## src/rtl/cpu_ctrl_pkg.sv

```systemverilog
// Shared types and constants for the multicycle CPU control unit:
// FSM state encoding, opcode map and ALU function codes.
package cpu_ctrl_pkg;

    typedef enum logic [2:0] {
        FETCH  = 3'd0,
        DECODE = 3'd1,
        EXEC   = 3'd2,
        MEM    = 3'd3,
        WB     = 3'd4,
        HALT   = 3'd5
    } state_t;

    localparam logic [2:0] OP_NOP   = 3'd0;
    localparam logic [2:0] OP_ADD   = 3'd1;
    localparam logic [2:0] OP_SUB   = 3'd2;
    localparam logic [2:0] OP_AND   = 3'd3;
    localparam logic [2:0] OP_LOAD  = 3'd4;
    localparam logic [2:0] OP_STORE = 3'd5;
    localparam logic [2:0] OP_JMP   = 3'd6;
    localparam logic [2:0] OP_HALT  = 3'd7;

    localparam logic [2:0] ALU_ADD  = 3'd0;
    localparam logic [2:0] ALU_SUB  = 3'd1;
    localparam logic [2:0] ALU_AND  = 3'd2;
    localparam logic [2:0] ALU_PASS = 3'd3;

    // ALU function for a latched opcode; memory ops pass the address through.
    function automatic logic [2:0] alu_sel(input logic [2:0] op);
        logic [2:0] sel;
        case (op)
            OP_ADD:             sel = ALU_ADD;
            OP_SUB:             sel = ALU_SUB;
            OP_AND:             sel = ALU_AND;
            OP_LOAD, OP_STORE:  sel = ALU_PASS;
            default:            sel = ALU_ADD;
        endcase
        return sel;
    endfunction

endpackage

```

## src/rtl/ctrl_wait_timer.sv

```systemverilog
// Memory wait counter: counts stalled request cycles and flags when the
// count has reached the timeout limit.
module ctrl_wait_timer #(
    parameter int unsigned MEM_TIMEOUT = 15
) (
    input  logic clk,
    input  logic reset,
    input  logic clear,
    input  logic enable,
    output logic expired
);

    logic [7:0] wait_cnt_r;

    // Clear wins over counting; the count saturates at the limit.
    always_ff @(posedge clk) begin
        if (reset) begin
            wait_cnt_r <= 8'd0;
        end else if (clear) begin
            wait_cnt_r <= 8'd0;
        end else if (enable && !expired) begin
            wait_cnt_r <= wait_cnt_r + 8'd1;
        end else begin
            wait_cnt_r <= wait_cnt_r;
        end
    end

    assign expired = (wait_cnt_r == 8'(MEM_TIMEOUT));

endmodule

```

## src/rtl/multicycle_control_unit.sv

```systemverilog
// Multicycle control unit for the 8-bit CPU: sequences each instruction
// through FETCH/DECODE/EXEC/MEM/WB with memory handshake and timeout.
module multicycle_control_unit
    import cpu_ctrl_pkg::*;
#(
    parameter int unsigned OPCODE_W    = 3,
    parameter int unsigned ALU_OP_W    = 3,
    parameter int unsigned MEM_TIMEOUT = 15
) (
    input  logic                Clk,
    input  logic                Reset,
    input  logic                En,
    input  logic [OPCODE_W-1:0] Opcode,
    input  logic                Mem_ready,
    output logic                Mem_req,
    output logic                Ir_load,
    output logic                Pc_inc,
    output logic                Pc_load,
    output logic                En_write_reg,
    output logic                En_write_mem,
    output logic [ALU_OP_W-1:0] ALU_OP,
    output logic                Halted,
    output logic                Illegal_op,
    output logic                Bus_error
);

    localparam logic [OPCODE_W-1:0] LOW_MASK = OPCODE_W'(3'd7);

    state_t     state_r;
    state_t     state_next_s;
    logic [2:0] op_q_r;
    logic       bus_error_r;

    logic       opcode_illegal_s;
    logic [2:0] opcode_low_s;
    logic       run_s;
    logic       in_mem_phase_s;
    logic       timer_clear_s;
    logic       timer_enable_s;
    logic       timer_expired_s;
    logic       timed_out_s;
    logic [2:0] alu_s;

    assign opcode_illegal_s = |(Opcode & ~LOW_MASK);
    assign opcode_low_s     = Opcode[2:0];
    assign run_s            = En && !Reset;
    assign in_mem_phase_s   = (state_r == FETCH) || (state_r == MEM);
    assign timed_out_s      = in_mem_phase_s && !Mem_ready && timer_expired_s;

    // Any state change restarts the wait count for the next request phase.
    assign timer_clear_s  = (state_next_s != state_r);
    assign timer_enable_s = En && in_mem_phase_s && !Mem_ready;

    ctrl_wait_timer #(
        .MEM_TIMEOUT(MEM_TIMEOUT)
    ) u_wait_timer (
        .clk    (Clk),
        .reset  (Reset),
        .clear  (timer_clear_s),
        .enable (timer_enable_s),
        .expired(timer_expired_s)
    );

    // State, latched opcode and sticky bus error.
    always_ff @(posedge Clk) begin
        if (Reset) begin
            state_r     <= FETCH;
            op_q_r      <= OP_NOP;
            bus_error_r <= 1'b0;
        end else begin
            state_r <= state_next_s;
            if (En && (state_r == DECODE)) begin
                op_q_r <= opcode_illegal_s ? OP_NOP : opcode_low_s;
            end else begin
                op_q_r <= op_q_r;
            end
            if (En && timed_out_s) begin
                bus_error_r <= 1'b1;
            end else begin
                bus_error_r <= bus_error_r;
            end
        end
    end

    // Next-state decode; En low freezes the sequence.
    always_comb begin
        state_next_s = state_r;
        if (En) begin
            case (state_r)
                FETCH: begin
                    if (Mem_ready)        state_next_s = DECODE;
                    else if (timed_out_s) state_next_s = HALT;
                    else                  state_next_s = FETCH;
                end
                DECODE: begin
                    if (opcode_illegal_s || (opcode_low_s == OP_NOP)) state_next_s = FETCH;
                    else if (opcode_low_s == OP_HALT)                 state_next_s = HALT;
                    else                                              state_next_s = EXEC;
                end
                EXEC: begin
                    case (op_q_r)
                        OP_ADD, OP_SUB, OP_AND: state_next_s = WB;
                        OP_LOAD, OP_STORE:      state_next_s = MEM;
                        default:                state_next_s = FETCH;
                    endcase
                end
                MEM: begin
                    if (Mem_ready)        state_next_s = (op_q_r == OP_STORE) ? FETCH : WB;
                    else if (timed_out_s) state_next_s = HALT;
                    else                  state_next_s = MEM;
                end
                WB:      state_next_s = FETCH;
                HALT:    state_next_s = HALT;
                default: state_next_s = FETCH;
            endcase
        end else begin
            state_next_s = state_r;
        end
    end

    // Strobes are decoded from state and latched opcode, suppressed under Reset or En low.
    always_comb begin
        Mem_req      = 1'b0;
        Ir_load      = 1'b0;
        Pc_inc       = 1'b0;
        Pc_load      = 1'b0;
        En_write_reg = 1'b0;
        En_write_mem = 1'b0;
        Illegal_op   = 1'b0;
        alu_s        = ALU_ADD;
        case (state_r)
            FETCH: begin
                Mem_req = run_s;
                Ir_load = run_s && Mem_ready;
                Pc_inc  = run_s && Mem_ready;
            end
            DECODE: begin
                Illegal_op = run_s && opcode_illegal_s;
            end
            EXEC: begin
                alu_s   = alu_sel(op_q_r);
                Pc_load = run_s && (op_q_r == OP_JMP);
            end
            MEM: begin
                alu_s        = ALU_PASS;
                Mem_req      = run_s;
                En_write_mem = run_s && (op_q_r == OP_STORE);
            end
            WB: begin
                alu_s        = alu_sel(op_q_r);
                En_write_reg = run_s;
            end
            default: begin
                alu_s = ALU_ADD;
            end
        endcase
    end

    assign ALU_OP    = ALU_OP_W'(alu_s);
    assign Halted    = (state_r == HALT);
    assign Bus_error = bus_error_r;

endmodule

```

## config.mk

```make
export PLATFORM = sky130hd
export DESIGN_NAME = multicycle_control_unit
export DESIGN_NICKNAME = d
export VERILOG_FILES = /design/src/rtl/cpu_ctrl_pkg.sv /design/src/rtl/ctrl_wait_timer.sv /design/src/rtl/multicycle_control_unit.sv
export SDC_FILE = /design/constraint.sdc
export NUM_CORES = 1
export LEC_CHECK = 0
export ABC_AREA = 1
export CORE_AREA = 2 2 64 54
export CTS_BUF_LIST = sky130_fd_sc_hd__clkbuf_2 sky130_fd_sc_hd__clkbuf_4 sky130_fd_sc_hd__clkbuf_8
export CTS_CLUSTER_SIZE = 40
export DETAILED_ROUTE_END_ITERATION = 7
export DIE_AREA = 0 0 66 56
export GPL_TIMING_DRIVEN = 0
export SETUP_SLACK_MARGIN = 0.15
export SLEW_MARGIN = 20
export SYNTH_ARGS = -nofsm -noshare
export SYNTH_HDL_FRONTEND = slang
export SYNTH_SLANG_ARGS = --single-unit
```

## constraint.sdc

```tcl
create_clock -name Clk -period 2.9 [get_ports Clk]
set_clock_uncertainty 0.2 [all_clocks]
set_input_delay 0.87 -clock Clk [delete_from_list [all_inputs] [get_ports Clk]]
set_output_delay 0.87 -clock Clk [all_outputs]
set_load 0.01 [all_outputs]
```

==> impl_metrics.env <==
export IMPL_grt_overflow_total=0
export IMPL_synth_top_area_frac=0.255
export IMPL_holdPathStages=2
export IMPL_yosysMostFrequentCell="nand2_1"
export IMPL_ctsLongestPathBuffers=2
export IMPL_cellLeakagePower_uw=0.000691
export IMPL_hp_class="register to register"
export IMPL_min_to="Bus_error$_SDFFE_PP0P_"
export IMPL_die_h_um=56
export IMPL_path_max_fanout=6
export IMPL_ys_async_sr_fraction=0
export IMPL_r2r_end="u_wait_timer.wait_cnt_r[3]$_SDFFE_PP0P_"
export IMPL_hold_violations=0
export IMPL_ys_seq_area_frac=0.255
export IMPL_finalWorstSetupSlack_ns=0.183
export IMPL_area_delta_synth_final_pct=25.9
export IMPL_reg2reg_from="u_wait_timer.wait_cnt_r[0]$_SDFFE_PP0P_"
export IMPL_die_width_um=66
export IMPL_drt_pass1_iter_count=4
export IMPL_grt_max_degree=10
export IMPL_pwr_share_clk=0.349
export IMPL_gp_congestion=0.853
export IMPL_path_class="primary input to primary output"
export IMPL_endpoint_kind="primary output"
export IMPL_viasPerCell=4.78
export IMPL_row_count=18
export IMPL_grt_pass1_vias=1041
export IMPL_dieArea_um2=3700
export IMPL_cts_inserted_buffers=3
export IMPL_fin_crit_ns=2.72
export IMPL_synth_top_area_cell="dfxtp_1"
export IMPL_synth_area_leaders="dfxtp_1 26%, nand2_1 13%, inv_1 8.3%"
export IMPL_min_period_over_period=0.937
export IMPL_cts_tree="built"
export IMPL_finalSetupViolCount=0
export IMPL_finalMaxSlewViolations=0
export IMPL_pwr_share_comb=0.212
export IMPL_slowest_stage="dlygate4sd2_1"
export IMPL_insertion_delay_ns=0.25
export IMPL_port_buffer_count=16
export IMPL_status="complete, no violations"
export IMPL_clock_sinks=15
export IMPL_dp_hpwl_mm=2.11
export IMPL_startpoint_type="primary input"
export IMPL_h_tree_depth=1
export IMPL_maxCapViolCount=0
export IMPL_fin_util=0.491
export IMPL_synth_flop_cell="dfxtp_1"
export IMPL_clkTransAtPathRegs_ns=0.06
export IMPL_syn_mean_instance_area_um2=6.47
export IMPL_drt_iter0_drc=39
export IMPL_vdd_ir_drop_max_mv=0.213
export IMPL_antennaDiodeCount=0
export IMPL_rrSetupSlack_ns=0.81
export IMPL_root_buffer="clkbuf_8"
export IMPL_grt_pass1_wl_mm=4.64
export IMPL_n_fill_cell=319
export IMPL_postSynthCellCount=182
export IMPL_synth_area_um2=1180
export IMPL_cp_required_ns=1.83
export IMPL_ctsHoldBuffers=0
export IMPL_routedWlPerCell_um=11.0
export IMPL_rsz0062_at_grt="true"
export IMPL_rr_worst_depth=10
export IMPL_vias=1172
export IMPL_synth_distinct_cells=30
export IMPL_routed_wl_mm=2.69
export IMPL_antenna_left=0
export IMPL_p_int_uw=345
export IMPL_nets=217
export IMPL_drcViolationCount=0
export IMPL_fmax_mhz=368
export IMPL_grt_usage=0.161
export IMPL_power_density_nw_per_um2=336
export IMPL_switchingPower_uw=153
export IMPL_netlist_top_cells_count="40 x nand2_1, 26 x inv_1, 19 x nor2_1"
export IMPL_antenna_found_initial=0
export IMPL_place_ws_ns=-0.974
export IMPL_initial_core_util=0.390
export IMPL_p_sw_frac=0.307
export IMPL_power_uw=498
export IMPL_cp_cell_sequence="dlygate4sd2_1 -> clkbuf_8 -> nand2_8 -> nor2_4 -> buf_4 -> buf_2"
export IMPL_io_pins=19
export IMPL_synth_edf_count=0
export IMPL_yosysWarnings=0
export IMPL_drive_gt1_frac=0.244
export IMPL_crit_arrival_ns=1.65
export IMPL_hold_start="Bus_error$_SDFFE_PP0P_"
export IMPL_ys_seq_elements=15
export IMPL_max_stage_delay_ns=0.25
export IMPL_core_area_um2=3020
export IMPL_seqPwrFrac=0.439
[metal layers]
metal,track usage,wire [um],part of all wire,vias up
li1,-,-,-,620
met2,0.234,1140,0.43,26
met5,0,0,0,-
met1,0.236,1350,0.50,524
met3,0.0425,184,0.068,2
met4,0.0350,10,0.0037,0
[sequential cells by signal, summed over array words and instances (netlist names)]
register and count:
u_wait_timer.wait_cnt_r 8, op_q_r 3, state_r 3, Bus_error 1
[layout make-up]
cell class	count	area [um2]	share of cell area
repair buffers	18	138	0.0928
well taps	40	50.0	0.0338
flip-flops and latches	15	302	0.203
clock inverters	1	5.00	0.00338
multi-input cells	131	779	0.526
inverters	32	124	0.0835
clock buffers	3	41.3	0.0278
plain buffers	5	43.8	0.0295
[critical path, delay by kind of cell]
family | cells | cell delay [ns]
buffers and inverters | 4 | 0.65
AND/OR/NAND/NOR | 2 | 0.14
[stage by stage]
step | cell area, um2 | std cells | hold slack, ns | setup TNS (ns)
3_3_place_gp | 1400 | 239 | 0.247 | -5.23
3_5_place_dp | 1400 | 239 | 0.251 | -5.37
5_1_grt | 1480 | 245 | 0.303 | 0
2_1_floorplan | 1190 | 183 | 0.277 | 0
4_1_cts | 1490 | 245 | 0.267 | 0
6_report | 1480 | 245 | 0.260 | 0
[worst max path at each step]
stage | startpoint | to | slack [ns] | depth (start not counted)
floorplan | En | En_write_mem | 0.17 | 3
global placement | En | Pc_load | -0.94 | 5
detailed placement | En | Pc_load | -0.97 | 5
CTS | En | Pc_load | 0.12 | 5
global route | state_r[2]$_SDFF_PP0_ | ALU_OP[1] | 0.14 | 7
finish | En | Pc_inc | 0.18 | 6
[placed cells by master (no fill, tap or decap), types with 2 or more instances in the layout]
master / count
nand2_1: 39
inv_1: 25
nor2_1: 18
dfxtp_1: 14
nand3_1: 14
o21ai_0: 10
nor3_2: 9
buf_4: 6
inv_2: 5
a21oi_1: 5
xor2_1: 5
clkdlybuf4s50_1: 5
clkbuf_8: 4
nand4_1: 4
ha_1: 4
buf_2: 4
nor2_4: 3
dlygate4sd2_1: 3
clkbuf_2: 3
clkinv_2: 2
nand3_2: 2
nor3_1: 2
nand2_2: 2
nor2_2: 2
conb_1: 2
[power groups by stage]
| stage | combinational (uW) | sequential, uW | clock [uW] |
|---|---|---|---|
| 6_report | 105 | 219 | 174 |
| 3_3_place_gp | 97.0 | 223 | 0 |
| 3_5_place_dp | 98.7 | 223 | 0 |
| 4_1_cts | 106 | 218 | 181 |
| 2_1_floorplan | 69.8 | 221 | 0 |
| 5_1_grt | 118 | 220 | 189 |
[cell families (layout without fill, tap and decap cells)]
logic type / after synthesis / count (layout) / synth area share
buf+inv: 37 / 59 / 0.132
xor+xnor: 5 / 5 / 0.0372
other cells: 1 / 2 / 0.00319
fa+ha+maj: 4 / 4 / 0.0425
flops: 15 / 15 / 0.255
compound gates: 19 / 19 / 0.0861
simple gates: 101 / 101 / 0.444
[repair_timing]
action | CTS | global route
endpoints found under the setup margin | 8 | 6
hold endpoints to repair | 0 | 0
resized for setup | 36 | 9
setup buffers | 2 | 0
pin swaps | 1 | 1
(Power assumes the default switching activity.)
